File: src/rtl/video_frame_sequencer.sv
// Pixel cadence, raster position and per-frame game-update scheduling for the HDMI pong design.
// All logic runs in the 5x pixel clock domain; decodes are combinational from the registered counters.
module video_frame_sequencer #(
  parameter int unsigned DIV     = 5,
  parameter int unsigned HPIXELS = 800,
  parameter int unsigned VLINES  = 525,
  parameter int unsigned HPULSE  = 96,
  parameter int unsigned VPULSE  = 2,
  parameter int unsigned HBP     = 144,
  parameter int unsigned HFP     = 784,
  parameter int unsigned VBP     = 35,
  parameter int unsigned VFP     = 515
) (
  input  logic       clk_x5,
  input  logic       resetn,
  output logic       pix_stb,
  output logic [9:0] hc,
  output logic [9:0] vc,
  output logic [9:0] hac,
  output logic [9:0] vac,
  output logic       active,
  output logic       hsync,
  output logic       vsync,
  output logic       upd_req,
  input  logic       upd_ack,
  output logic       upd_busy,
  output logic [7:0] overrun_cnt
);

  localparam int unsigned DW = (DIV > 1) ? $clog2(DIV) : 1;
  localparam logic [DW-1:0] DIV_LAST = DW'(DIV - 1);
  localparam logic [9:0] H_LAST  = 10'(HPIXELS - 1);
  localparam logic [9:0] V_LAST  = 10'(VLINES - 1);
  localparam logic [9:0] H_PULSE = 10'(HPULSE);
  localparam logic [9:0] V_PULSE = 10'(VPULSE);
  localparam logic [9:0] H_BP    = 10'(HBP);
  localparam logic [9:0] H_FP    = 10'(HFP);
  localparam logic [9:0] V_BP    = 10'(VBP);
  localparam logic [9:0] V_FP    = 10'(VFP);

  typedef enum logic [1:0] {
    ST_IDLE = 2'd0,
    ST_REQ  = 2'd1,
    ST_DONE = 2'd2
  } state_e;

  logic [DW-1:0] div_q, div_d;
  logic          pix_stb_q, pix_stb_d;
  logic [9:0]    hc_q, hc_d, vc_q, vc_d;
  state_e        state_q, state_d;
  logic          upd_req_q, upd_req_d;
  logic          upd_busy_q, upd_busy_d;
  logic [7:0]    overrun_q, overrun_d;
  logic          adv_s, vfp_hit_s, timeout_hit_s;

  // Divider and raster counters; counters step on the edge that raises pix_stb.
  always_comb begin
    div_d = div_q;
    hc_d  = hc_q;
    vc_d  = vc_q;
    if (div_q >= DIV_LAST) begin
      div_d = '0;
    end else begin
      div_d = div_q + DW'(1);
    end
    adv_s     = (div_d == DIV_LAST);
    pix_stb_d = adv_s;
    if (adv_s) begin
      if (hc_q >= H_LAST) begin
        hc_d = 10'd0;
        if (vc_q >= V_LAST) begin
          vc_d = 10'd0;
        end else begin
          vc_d = vc_q + 10'd1;
        end
      end else begin
        hc_d = hc_q + 10'd1;
        vc_d = vc_q;
      end
    end else begin
      hc_d = hc_q;
      vc_d = vc_q;
    end
    vfp_hit_s     = adv_s && (hc_d == 10'd0) && (vc_d == V_FP);
    timeout_hit_s = adv_s && (hc_d == 10'd0) && (vc_d == V_BP);
  end

  // Raster state registers.
  always_ff @(posedge clk_x5 or negedge resetn) begin
    if (!resetn) begin
      div_q     <= '0;
      pix_stb_q <= 1'b0;
      hc_q      <= 10'd0;
      vc_q      <= 10'd0;
    end else begin
      div_q     <= div_d;
      pix_stb_q <= pix_stb_d;
      hc_q      <= hc_d;
      vc_q      <= vc_d;
    end
  end

  // Update FSM state register.
  always_ff @(posedge clk_x5 or negedge resetn) begin
    if (!resetn) begin
      state_q <= ST_IDLE;
    end else begin
      state_q <= state_d;
    end
  end

  // Update FSM next state; an ack in the timeout cycle takes priority.
  always_comb begin
    state_d = state_q;
    case (state_q)
      ST_IDLE: begin
        if (vfp_hit_s) state_d = ST_REQ;
        else           state_d = ST_IDLE;
      end
      ST_REQ: begin
        if (upd_ack)            state_d = ST_DONE;
        else if (timeout_hit_s) state_d = ST_IDLE;
        else                    state_d = ST_REQ;
      end
      ST_DONE: state_d = ST_IDLE;
      default: state_d = ST_IDLE;
    endcase
  end

  // Update FSM outputs, computed from the next state so they register alongside it.
  always_comb begin
    upd_req_d  = (state_d == ST_REQ);
    upd_busy_d = (state_d != ST_IDLE);
    overrun_d  = overrun_q;
    if ((state_q == ST_REQ) && !upd_ack && timeout_hit_s && (overrun_q != 8'hFF)) begin
      overrun_d = overrun_q + 8'd1;
    end else begin
      overrun_d = overrun_q;
    end
  end

  // Update FSM output registers.
  always_ff @(posedge clk_x5 or negedge resetn) begin
    if (!resetn) begin
      upd_req_q  <= 1'b0;
      upd_busy_q <= 1'b0;
      overrun_q  <= 8'd0;
    end else begin
      upd_req_q  <= upd_req_d;
      upd_busy_q <= upd_busy_d;
      overrun_q  <= overrun_d;
    end
  end

  assign pix_stb     = pix_stb_q;
  assign hc          = hc_q;
  assign vc          = vc_q;
  assign hac         = hc_q - H_BP;
  assign vac         = vc_q - V_BP;
  assign active      = (hc_q >= H_BP) && (hc_q < H_FP) && (vc_q >= V_BP) && (vc_q < V_FP);
  assign hsync       = (hc_q < H_PULSE);
  assign vsync       = (vc_q < V_PULSE);
  assign upd_req     = upd_req_q;
  assign upd_busy    = upd_busy_q;
  assign overrun_cnt = overrun_q;

endmodule

File: config.mk
export PLATFORM = sky130hd
export DESIGN_NAME = video_frame_sequencer
export DESIGN_NICKNAME = d
export VERILOG_FILES = /design/src/rtl/video_frame_sequencer.sv
export SDC_FILE = /design/constraint.sdc
export NUM_CORES = 1
export LEC_CHECK = 0
export ABC_AREA = 1
export CORE_MARGIN = 4
export CORE_UTILIZATION = 46
export DETAILED_ROUTE_END_ITERATION = 8
export PLACE_DENSITY_LB_ADDON = 0.12
export SETUP_SLACK_MARGIN = 0.2
export SLEW_MARGIN = 5
export SYNTH_ARGS = -nofsm -noshare
export SYNTH_HDL_FRONTEND = slang
export SYNTH_SLANG_ARGS = --single-unit
File: constraint.sdc
create_clock -name clk_x5 -period 2.1 [get_ports clk_x5]
set_input_delay 0.42 -clock clk_x5 [delete_from_list [all_inputs] [get_ports clk_x5]]
set_output_delay 0.42 -clock clk_x5 [all_outputs]
set_load 0.02 [all_outputs]
### After elaboration in Yosys (flattened, before gate mapping)

Cells that the tools add are included.

* bits in registers: 36
* latch bits: 0
* RAM bits: 0
* ROM bits: 0
* bits of input ports: 3
* logic and storage cells: 52
* memories kept: 0

* add/sub/neg operators: 6
* multipliers: 0
* div/mod/pow operators: 0
* magnitude comparators: 9
* eq/ne operators: 6
* shift-type cells: 0
* multiplexer cells: 10
* bitwise gates (word level): 0
* reduce and logical (&&, ||, !) cells: 13

Operators by type and width (number)
* 10-bit 2-to-1 mux: 5
* 10-bit by 1-bit adder with 10-bit output, second input constant: 2
* 10-bit >= comparator, second input constant: 2
* 10-bit < comparator, second input constant: 2
* 10-bit equality test, second input constant: 1
* 10-bit by 6-bit equality test with 1-bit output, second input constant: 1
* 10-bit by 6-bit >= comparator with 1-bit output, second input constant: 1
* 10-bit by 8-bit >= comparator with 1-bit output, second input constant: 1
* 10-bit zero test: 1
* 10-bit by 2-bit < comparator with 1-bit output, second input constant: 1
* 10-bit by 7-bit < comparator with 1-bit output, second input constant: 1
* 10-bit by 6-bit subtractor with 10-bit output, second input constant: 1
* 10-bit by 8-bit subtractor with 10-bit output, second input constant: 1
* 1-bit logical AND: 9
* 8-bit by 1-bit adder with 8-bit output, second input constant: 1
* 8-bit != test, second input constant: 1
* 2-bit by 1-bit equality test with 1-bit output, second input constant: 2
* 2-bit one-hot mux with 2 select lines: 1
* 3-bit by 1-bit adder with 3-bit output, second input constant: 1
* 3-bit equality test, second input constant: 1
* 3-bit >= comparator, second input constant: 1
* 3-bit 2-to-1 mux: 1
* 2-bit zero test: 1
* 1-bit 2-to-1 mux: 2
* other kinds (3): 3

### Logic depth before layout (Yosys ltp)

Gate-level depths: netlist of the first run.

* word-level depth: 11
* depth in mapped cells: 18
* depth with buffers taken out: 18

### Least setup slack after synthesis of the first run

Ideal clock, no wire load.

* path type: reg2out
* start: reg hc_q[4], in the netlist hc[4]
* end: out active
* data arrival time: 1.900 ns
* path slack: -0.220 ns
* stages on the path, launching flop included: 6
* path buffers: 0
* cell sequence: dfrtp_1 > inv_1 > ha_1 > a21oi_1 > nor4_1 > nor4_1

* word-level cells in the longest chain between the ends: 4
* elaborated cells on any way between the ends: 5
* those cells by class: order compare (2); reduce/logical (3)

Ends and longest elaborated chain
* start, declared: line 49 `logic [9:0] hc_q, hc_d, vc_q, vc_d;`
* start signal, assigned: line 93 `hc_q <= 10'd0;`
* start signal, assigned: line 98 `hc_q <= hc_d;`
* 10-bit by 8-bit >= comparator with 1-bit output / 10-bit < comparator (equally long branches): line 160 `assign active = (hc_q >= H_BP) && (hc_q < H_FP) && (vc_q >= V_BP) && (vc_q < V_FP);`
* 1-bit logical AND * (3 in a row): line 160
* end, declared: line 21 `output logic active,`

Every way passes the cells marked *; elsewhere a longest branch is shown, timed or not.

### Worst setup path in the final report of the first run

* start: reg div_q[0]
* end: reg overrun_q[1], in the netlist overrun_cnt[1]

* word-level cells in the longest chain between the ends: 9
* elaborated cells on any way between the ends: 12
* those cells by class: add/sub (1); order compare (1); eq/ne (2); mux (3); reduce/logical (5)

Ends and longest elaborated chain
* start, declared: line 47 `logic [DW-1:0] div_q, div_d;`
* start signal, assigned: line 96 `div_q <= div_d;`
* 3-bit by 1-bit adder with 3-bit output / 3-bit >= comparator (equally long branches): line 64, 61
* 3-bit 2-to-1 mux *: line 61 `if (div_q >= DIV_LAST) begin`
* 3-bit equality test *: line 66 `adv_s = (div_d == DIV_LAST);`
* 10-bit 2-to-1 mux: line 68 `if (adv_s) begin`
* 10-bit zero test: line 85 `timeout_hit_s = adv_s && (hc_d == 10'd0) && (vc_d == V_BP);`
* 1-bit logical AND: line 85
* 1-bit logical AND *: line 85
* 1-bit logical AND * (2 in a row): line 135 `if ((state_q == ST_REQ) && !upd_ack && timeout_hit_s && (overrun_q != 8'hFF)) begin`
* end signal, assigned: line 151 `overrun_q <= overrun_d;`
* end, declared: line 53 `logic [7:0] overrun_q, overrun_d;`

Marked as above.
A chain may end at the register's enable or synchronous reset.

==> results.ini, run 1 <==
[run_status]
status=finished, violations left
violations=negative setup slack

[cells_and_area]
drive_gt1_share_pct=40.7
final_nets=526
postLayoutCoreUtil_pct=79.2
syn2layout_area_growth_pct=67.7
diodes=0
fin_area_sq_um=4360

[global_routing]
antenna_found_initial=0
grt_max_degree=37
grt_busiest_layer=met2
grtUsageTotal_pct=20.9
grt_pass1_wl_microns=12200
grtUsageMet2_pct=35.9
grt_overflow_total=0
met1_usage_pct=26.5
grt_pass1_vias=2658
grtUsageMet3_pct=4.17

[worst_setup_path]
worstPathCellList=inv_2 -> ha_4 -> inv_4 -> nand2_4 -> nor2_8 -> bufbuf_16 -> nand3_2 -> nand2_2 -> nand3_2 -> nand2_2 -> nor2_4 -> nand2_2 -> nor2_4 -> nand3_2 -> nor2_4 -> nand3_4 -> nand2_2 -> nand2_2
cpMaxStageDelayCell=dfrtp_1
critPathLaunch=div_q[0]$_DFF_PN0_
crit_path_end_kind=flop
start_kind=flop
arrival_ns=2.65
critPathRequiredTime_ns=2.27
crit_fanout=8
critPathKind=reg2reg
rr_startpoint=div_q[0]$_DFF_PN0_
critPathMostFrequentCell=nand2_2
critical-path-max-stage-delay_ns=0.39

[routing]
via_per_inst=5.05
routed_wirelength_microns=8080
post_drt_wl_per_cell_microns=13.8
vias=2955
drtIter0Drc=233
antenna_left=0
drc=0
first_pass_iters=4

[clock_network]
clk_latency_ns=0.29
numCtsBuffers=5
cts_hold_buf=0
root_buffer=clkbuf_8
clk_pin_slew_ns=0.07
cts_max_level=2
clock_sinks=36
cts_tree=done
cts_buffer_depth=2

[yosys]
synth-seq-area-share_pct=34.6
syn_nets=373
synth_area_leaders=dfrtp_1 35%, nand2_1 14%, inv_1 8.7%, nand3_1 6.2%, nor2_1 4.9%
avgSynthCellArea_sq_um=7.23
ys_seq_elements=36
netlist_area_sq_um=2600
synth_cell_types=33
synth_top_area_share_pct=34.6
synthCells=360
synth_largest_area_cell=dfrtp_1
yosys_warnings=0

[placed_design]
port_buffers=56
place_area_sq_um=3760
place_hpwl_microns=5320
place.gp.congestion=0.882

[sta]
fin_crit_sh_pct=118
min_period_ns=2.48
setup_ws_ns=-0.381
drv_slew=0
max_freq_ghz=0.403
setup-violations-final=13
maxSlewHeadroom_pct=66.9
fin_setup_tns_ns=-3.69
rsz0062_at_grt=true
tightest_slew_ns=0.495
hold_violations=0
fin_skew_ns=0.0156

[floorplan]
fp.dieW_microns=83.2
fp-row-count=27
io_pins=57
core_sq_um=5510
die_area_sq_um=6920
start_util_pct=47.2
die_h_microns=83.2

[power_and_ir_drop]
ir_drop_uv=392
p_per_area_nw_per_um2=287
leakagePower_uw=0.00237

[hold_path]
hp-class=reg2reg
hp-start=div_q[2]$_DFF_PN0_

[flow_run]
drv_cap=0

where the power goes:
part / internal (uW) / leakage (uW) / total [uW] / switching, uW
Combinational: 4.51 / 0.00185 / 18.8 / 14.3
Sequential: 693 / 0.000477 / 693 / 0.0000000000000649
Clock: 292 / 0.0000503 / 542 / 250
layout make-up:
cell class                 instances  area (sq um)
timing repair buffer             154          1370
clock buffer                       7          96.3
multi-input combinational        253          1650
fill                             368          1140
sequential                        36           906
tap                               72          90.1
inverter                          63           251
worst max-delay path: cells and delay by family (launching register included):
family / cells / cell delay, ns
AND/OR/NAND/NOR: 14 / 1.35
flip-flops: 1 / 0.39
buffers and inverters: 3 / 0.37
adder cells (fa/ha/maj): 1 / 0.27
layer usage:
metal  vias to the layer above  routed length [microns]  part of all wire, %
met5                         -                        0                    0
met4                         0                       62                 0.77
met3                         8                      482                  6.0
met2                       133                     4080                   50
met1                      1387                     3460                   43
li1                       1427                        -                    -
worst paths after layout:
| kind | end | slack, ns | cells after the start |
|---|---|---|---|
| setup / recovery | overrun_cnt[1]$_DFFE_PN0P_ | -0.38 | 18 |
| hold / removal | div_q[0]$_DFF_PN0_ | 0.44 | 1 |
| setup reg to reg | overrun_cnt[1]$_DFFE_PN0P_ | -0.38 | 18 |
| hold reg to reg | div_q[0]$_DFF_PN0_ | 0.44 | 1 |
| max in group asynchronous | hc[5]$_DFF_PN0_ | 1.19 | 2 |
| min in group asynchronous | hc[7]$_DFF_PN0_ | 0.55 | 2 |
registers in the layout, indices dropped and copies added, names as in the netlist:
register     flops
hc              10
vc              10
overrun_cnt      8
div_q            3
state_q          2
pix_stb          1
upd_busy         1
upd_req          1
metrics by stage:
step | instances | hold WS [ns] | setup WS [ns] | total power [uW]
floorplan | 360 | 0.124 | -0.137 | 707
global placement | 552 | 0.430 | -0.261 | 726
detailed placement | 552 | 0.438 | -0.316 | 726
CTS | 571 | 0.449 | -0.299 | 1260
global route | 585 | 0.495 | -0.520 | 1290
finish | 585 | 0.445 | -0.381 | 1250
kinds of logic after synthesis:
kind of cell,share of synthesized area [%]
buffers and inverters,12.6
flip-flops,34.6
adder cells (fa/ha/maj),4.81
XOR/XNOR,5.05
AND/OR/NAND/NOR,39.0
AO/OA/AOI/OAI,3.94
cell usage after synthesis (all sizes together):
cell type  instances
ha                10
buf                8
clkinv             1
inv               62
xor2              13
xnor2              2
nor2              43
nand4             15
nor3               3
nand3             39
or2                2
nand2            104
nor4               3
a21oi              3
dfrtp             36
o211ai             1
a31oi              2
o21ai             11
a22oi              1
clkbuf             1
cells in the final DEF, fill, tap and decap left out, drive strengths merged, types with 2 or more instances in the layout:
master,count
dlymetal6s2s,4
a31oi,2
ha,10
nand4,15
nor2,43
buf,113
dlygate4sd2,5
o21ai,11
xor2,13
nor3,3
nor4,3
clkbuf,8
nand3,40
xnor2,2
dfrtp,36
clkdlybuf4s50,30
inv,62
a21oi,3
or2,2
nand2,104
repair_timing:
action                                 in CTS  in global routing
gates resized for setup                   106                 80
setup endpoints to repair                  36                 43
pin swaps                                  13                 31
gates cloned                                2                  0
buffers inserted                           10                 14
endpoints found under the hold margin       0                  0
(Power assumes the default switching activity.)
==> run 2: changes to the inputs <==
CTS_CLUSTER_DIAMETER = 40   (was unset)
==> results of run 2 <==
Final layout, timing and power as in run 1 (identical DEF).
